**src/rtl/times_table_arbiter.sv**
```systemverilog
// Round-robin sequencer sharing one times-table read port (a*b) between NUM_REQ requesters.
// Optional macro MULT_CHECK_EN adds a sticky product-mismatch flag on o_err.
module times_table_arbiter #(
    parameter int NUM_REQ    = 4,
    parameter int RD_LATENCY = 1
) (
    input  logic                   clk,
    input  logic                   rst,
    input  logic [NUM_REQ-1:0]     i_req_valid,
    output logic [NUM_REQ-1:0]     o_req_ready,
    input  logic [3*NUM_REQ-1:0]   i_req_a,
    input  logic [3*NUM_REQ-1:0]   i_req_b,
    output logic [NUM_REQ-1:0]     o_rsp_valid,
    output logic [5:0]             o_rsp_result,
    output logic                   o_mem_read,
    output logic [2:0]             o_mem_a,
    output logic [2:0]             o_mem_b,
    input  logic [5:0]             i_mem_result,
    output logic                   o_err
);

    localparam int                IDX_W    = $clog2(NUM_REQ);
    localparam int                CNT_W    = $clog2(RD_LATENCY + 1);
    localparam logic [IDX_W-1:0]  LAST_IDX = IDX_W'(NUM_REQ - 1);

    typedef enum logic [1:0] {
        S_IDLE,
        S_ISSUE,
        S_WAIT,
        S_RESP
    } state_t;

    state_t               r_state;
    logic [IDX_W-1:0]     r_rr_ptr;
    logic [IDX_W-1:0]     r_idx;
    logic [CNT_W-1:0]     r_cnt;
    logic                 r_mem_read;
    logic [2:0]           r_mem_a;
    logic [2:0]           r_mem_b;
    logic [NUM_REQ-1:0]   r_rsp_valid;
    logic [5:0]           r_rsp_result;

    logic [2:0]           w_opnd_a [NUM_REQ];
    logic [2:0]           w_opnd_b [NUM_REQ];
    logic                 w_found;
    logic [IDX_W-1:0]     w_winner;
    logic [IDX_W-1:0]     w_cand;
    logic [IDX_W-1:0]     w_next_ptr;
    logic                 w_grant;
    logic                 w_capture;

    always_comb begin
        for (int i = 0; i < NUM_REQ; i++) begin
            w_opnd_a[i] = i_req_a[3*i +: 3];
            w_opnd_b[i] = i_req_b[3*i +: 3];
        end
    end

    // Scan requesters starting at r_rr_ptr; the first valid one wins.
    always_comb begin
        // NOTE: every variable gets a default before the loop so no latch is inferred.
        w_found  = 1'b0;
        w_winner = '0;
        w_cand   = r_rr_ptr;
        for (int k = 0; k < NUM_REQ; k++) begin
            if (!w_found && i_req_valid[w_cand]) begin
                w_found  = 1'b1;
                w_winner = w_cand;
            end
            w_cand = (w_cand == LAST_IDX) ? '0 : w_cand + 1'b1;
        end
    end

    assign w_next_ptr = (w_winner == LAST_IDX) ? '0 : w_winner + 1'b1;
    assign w_grant    = (r_state == S_IDLE) && w_found && !rst;
    assign w_capture  = (r_state == S_WAIT) && (r_cnt == '0);

    always_comb begin
        o_req_ready = '0;
        if (w_grant) o_req_ready[w_winner] = 1'b1;
    end

    always_ff @(posedge clk or posedge rst) begin
        if (rst) begin
            r_state      <= S_IDLE;
            r_rr_ptr     <= '0;
            r_idx        <= '0;
            r_cnt        <= '0;
            r_mem_read   <= 1'b0;
            r_mem_a      <= '0;
            r_mem_b      <= '0;
            r_rsp_valid  <= '0;
            r_rsp_result <= '0;
        end else begin
            // NOTE: non-blocking updates; the pulse defaults below are overridden later in the same edge.
            r_mem_read  <= 1'b0;
            r_rsp_valid <= '0;
            case (r_state)
                S_IDLE: begin
                    if (w_grant) begin
                        r_idx      <= w_winner;
                        r_mem_a    <= w_opnd_a[w_winner];
                        r_mem_b    <= w_opnd_b[w_winner];
                        r_rr_ptr   <= w_next_ptr;
                        r_mem_read <= 1'b1;
                        r_state    <= S_ISSUE;
                    end
                end
                S_ISSUE: begin
                    r_cnt   <= CNT_W'(RD_LATENCY - 1);
                    r_state <= S_WAIT;
                end
                S_WAIT: begin
                    if (w_capture) begin
                        r_rsp_result       <= i_mem_result;
                        r_rsp_valid[r_idx] <= 1'b1;
                        r_state            <= S_RESP;
                    end else begin
                        r_cnt <= r_cnt - 1'b1;
                    end
                end
                S_RESP: begin
                    r_state <= S_IDLE;
                end
                default: begin
                    r_state <= S_IDLE;
                end
            endcase
        end
    end

    assign o_mem_read   = r_mem_read;
    assign o_mem_a      = r_mem_a;
    assign o_mem_b      = r_mem_b;
    assign o_rsp_valid  = r_rsp_valid;
    assign o_rsp_result = r_rsp_result;

`ifdef MULT_CHECK_EN
    logic       r_err;
    logic [5:0] w_product;

    assign w_product = {3'b000, r_mem_a} * {3'b000, r_mem_b};

    // Compared on the same edge that captures the result, so the check costs no latency.
    always_ff @(posedge clk or posedge rst) begin
        if (rst) begin
            r_err <= 1'b0;
        end else if (w_capture && (i_mem_result != w_product)) begin
            r_err <= 1'b1;
        end
    end

    assign o_err = r_err;
`else
    assign o_err = 1'b0;
`endif

endmodule

```
**config.mk**
```make
export PLATFORM = sky130hd
export DESIGN_NAME = times_table_arbiter
export DESIGN_NICKNAME = d
export VERILOG_FILES = /design/src/rtl/times_table_arbiter.sv
export SDC_FILE = /design/constraint.sdc
export NUM_CORES = 1
export LEC_CHECK = 0
export ABC_CLOCK_PERIOD_IN_PS = 3400
export BUFFER_PORTS_ARGS = -buffer_cell sky130_fd_sc_hd__buf_2
export CAP_MARGIN = 10
export CORE_MARGIN = 3
export CORE_UTILIZATION = 52
export CTS_BUF_LIST = sky130_fd_sc_hd__clkbuf_8
export DETAILED_ROUTE_END_ITERATION = 6
export HOLD_SLACK_MARGIN = 0.08
export PLACE_DENSITY = 0.82
export SETUP_SLACK_MARGIN = 0.5
export SLEW_MARGIN = 20
export SYNTH_ARGS = -nofsm -noshare
export SYNTH_HDL_FRONTEND = slang
export SYNTH_SLANG_ARGS = --single-unit
export TNS_END_PERCENT = 30
```
**constraint.sdc**
```tcl
create_clock -name clk -period 3.4 [get_ports clk]
set_input_delay 0.34 -clock clk [delete_from_list [all_inputs] [get_ports clk]]
set_output_delay 0.34 -clock clk [all_outputs]
set_load 0.05 [all_outputs]
```
==> results.sh <==
export IMPL_number_of_max_slew_violations_in_the_final_report=0
export IMPL_r2r_end="r_state[1]"
export IMPL_synth_enable_flop_cells=0
export IMPL_cts_tree="done"
export IMPL_standard_cell_with_the_maximum_stage_delay_on_the_critical_path="dfrtp_1"
export IMPL_synth_sequential_area_ratio_pct=35.6
export IMPL_postSynth_asyncResetShare_pct=100
export IMPL_timing_fmax_mhz=334
export IMPL_crit_arrival_ns=2.66
export IMPL_antenna_found_initial=0
export IMPL_num_fill_cells=232
export IMPL_period_minus_slack_ns=3.00
export IMPL_synthesis_area_mm2=0.00169
export IMPL_io_buffer_count=56
export IMPL_path_buf_inv=3
export IMPL_nNetsFinal=271
export IMPL_post_route_period_util_pct=88.2
export IMPL_rsz0062_at_grt="yes"
export IMPL_dieHeight_um=63.0
export IMPL_synthMostInstantiatedCell="dfrtp_1"
export IMPL_cts_sinks=24
export IMPL_hp_class="input port to async pin"
export IMPL_post_drt_via_cell_ratio=5.57
export IMPL_largest_net_degree_at_the_start_of_global_routing=26
export IMPL_synth_top_area_share_pct=35.6
export IMPL_timing_final_setup_violations=0
export IMPL_netlist_top_cells_area="dfrtp_1 (36%), mux2i_1 (8.3%), mux2_2 (6.0%)"
export IMPL_dr_pass1_iters=4
export IMPL_synth_cells_most_frequent="dfrtp_1 (24), nand2_1 (20), mux2i_1 (14), o21ai_0 (11)"
export IMPL_synth_seq_cells=24
export IMPL_yosys_warnings=0
export IMPL_core_area_mm2=0.00308
export IMPL_placed_cell_area_mm2=0.00198
export IMPL_setup_worst_path_end_class="primary output"
export IMPL_cts_buffers_inserted=3
export IMPL_cts_htree_levels=1
export IMPL_syn_instance_count=166
export IMPL_power_density_cell_area_mw_per_mm2=1140
export IMPL_wire_length_of_the_first_global_routing_pass_mm=7.15
export IMPL_crit_top_cell="buf_6"
export IMPL_area_growth_pct=31.8
export IMPL_site_row_count=20
export IMPL_total_leakage_power_nw=1.13
export IMPL_final_core_util_pct=72.3
export IMPL_startpoint_class_of_the_critical_path="flop"
export IMPL_avgSynthCellArea_um2=10.2
export IMPL_mappedNetlistNets=210
export IMPL_ios=58
export IMPL_grt_overflow=0
export IMPL_path_class="flop to primary output"
export IMPL_detailroute_via_count=1505
export IMPL_detailed_place_hpwl_mm=2.98
export IMPL_gp_congestion=0.862
export IMPL_clock_path_buffers=2
export IMPL_timing_critical_path_slowest_cell_delay_ns=0.42
export IMPL_share_of_post_route_cells_with_drive_strength_above_1_pct=45.6
export IMPL_postLayoutCellArea_mm2=0.00222
export IMPL_cap_viol_max_count=0
export IMPL_netlist_cell_type_count=47
export IMPL_die_area_mm2=0.00397
export IMPL_crit_path_cell_trace="ha_4 -> buf_6 -> nor4b_1 -> a311oi_1 -> o221ai_2 -> a31o_2 -> o21ai_4 -> inv_2 -> ha_1 -> and2_4 -> buf_6"
export IMPL_drtIter0Drc=111
export IMPL_crit_required_ns=3.06
export IMPL_totalWireLength_mm=4.35
export IMPL_floorplan_initialDensity_pct=54.8
export IMPL_worst_slew_pin_slew_ns=0.762
export IMPL_die_width_um=63.0
export IMPL_worst_setup_hold_path_clk_slew_ns=0.09
export IMPL_r2r_cells=9
export IMPL_cp_top_family="compound AO/OA/AOI/OAI gates"
export IMPL_relSlewSlack_pct=49.1
export IMPL_n_antenna_cell=0
export IMPL_regToRegSetupSlack_ns=0.85
export IMPL_cts_root_buffer="clkbuf_8"
export IMPL_synth_top_cell_by_area="dfrtp_1"
export IMPL_globalRouteTotalUtil_pct=23.1
export IMPL_route_antenna_remaining_nets=0
export IMPL_remaining_drc_errors=0
export IMPL_regToRegStartpoint="r_rr_ptr[1]"
export IMPL_drt_wirelength_per_cell_um=16.1
export IMPL_crit_path_max_fanout=7
export IMPL_outcome="finished clean"
export IMPL_clk_insertion_delay_late_ns=0.28
export IMPL_final_setup_skew_ns=0.00479
export IMPL_synth_flop_type="dfrtp_1"
export IMPL_tns_setup_ns=0
export IMPL_hold_viol=0
export IMPL_worst_ir_drop_vdd_uv=674
export IMPL_grt_pass1_vias=1514
[how the worst max path moves through the flow]
stage	start	to	slack, ns	depth (start not counted)
final	r_rr_ptr[1]	o_req_ready[2]	0.40	11
after global routing	r_rr_ptr[1]	o_req_ready[2]	0.32	11
after CTS	r_rr_ptr[0]	o_req_ready[3]	0.46	11
after detailed placement	r_rr_ptr[0]	o_req_ready[3]	0.05	10
after global placement	r_rr_ptr[0]	o_req_ready[3]	0.09	10
after floorplan	r_rr_ptr[1]	o_req_ready[1]	0.46	10
[worst register-to-register path, stage by stage, from the launching register on]
cell and delay [ns]:
dfrtp_1 0.42, ha_4 0.30, buf_6 0.13, nor4b_1 0.13, a311oi_1 0.31, o221ai_2 0.19
a21o_1 0.20, buf_4 0.18, a22oi_1 0.22, mux2_2 0.37
[metal layers]
layer	GRT usage, %	up-vias	wire length (um)
li1	-	716	-
met1	29.0	722	1870
met2	37.2	59	2140
met3	5.40	8	248
met4	10.7	0	89
met5	0	-	0
[state kept, by name, summed over array words and instances (netlist names)]
signal        count
o_rsp_result      6
o_rsp_valid       4
o_mem_a           3
o_mem_b           3
r_idx             2
r_rr_ptr          2
r_state           2
o_mem_read        1
r_cnt             1
[layout make-up]
cell class / count / area [um2] / area share, %
inverters: 9 / 33.8 / 1.52
well taps: 44 / 55.1 / 2.47
repair buffers: 70 / 433 / 19.5
clock inverters: 1 / 30.0 / 1.35
clock buffers: 3 / 41.3 / 1.86
flip-flops and latches: 24 / 601 / 27.0
multi-input cells: 119 / 1030 / 46.3
[through the flow]
| step | hold slack [ns] | std cells | setup WS (ns) | total power [W] |
|---|---|---|---|---|
| finish | 0.102 | 270 | 0.402 | 0.00253 |
| global route | 0.134 | 270 | 0.323 | 0.00268 |
| CTS | 0.107 | 270 | 0.458 | 0.00248 |
| detailed placement | 0.415 | 260 | 0.0485 | 0.00197 |
| global placement | 0.412 | 260 | 0.0939 | 0.00194 |
| floorplan | 0.363 | 166 | 0.456 | 0.00169 |
[cell usage in the layout, fill, tap and decap left out, types with 2 or more instances in the layout]
cell type | netlist | final
nor3b_1 | 3 | 3
and2_4 | 0 | 4
buf_8 | 1 | 3
nor2b_1 | 3 | 3
o21ai_0 | 11 | 10
mux2_2 | 9 | 9
mux2_4 | 1 | 2
clkbuf_8 | 0 | 3
ha_2 | 0 | 2
dfrtp_1 | 24 | 24
buf_4 | 2 | 11
nor2_1 | 4 | 4
inv_1 | 9 | 8
o221ai_1 | 6 | 6
buf_6 | 3 | 4
buf_2 | 6 | 52
mux2i_1 | 14 | 14
or2_1 | 2 | 2
nand2_1 | 20 | 19
o21a_1 | 2 | 2
ha_1 | 8 | 5
and3_1 | 2 | 2
and3b_1 | 2 | 2
nand3b_1 | 2 | 2
o22a_1 | 2 | 2
[report_power, final]
part / switching, W / internal (W)
combinational: 0.00105 / 0.000734
sequential: 0.0000792 / 0.000410
clock: 0.000100 / 0.000158
total: 0.00123 / 0.00130
[logic make-up (layout without fill, tap and decap cells)]
family	count (synthesis)	in the layout	synth area share, %
AO/OA/AOI/OAI	37	37	18.0
other	1	1	0.222
flip-flops	24	24	35.6
buffers and inverters	23	83	8.01
AND/OR/NAND/NOR	46	46	14.5
multiplexers	26	26	17.2
XOR/XNOR	1	1	0.519
adder cells (fa/ha/maj)	8	8	5.93
[what timing repair did]
| item | CTS | global route |
|---|---|---|
| setup endpoints to repair | 5 | 4 |
| pin swaps | 13 | 1 |
| resized for setup | 31 | 1 |
| buffers inserted | 6 | 0 |
| endpoints found under the hold margin | 0 | 0 |
| hold buffers | 0 | 0 |
| cloned | 0 | 0 |
No activity file was read; power rests on OpenSTA's default activity.
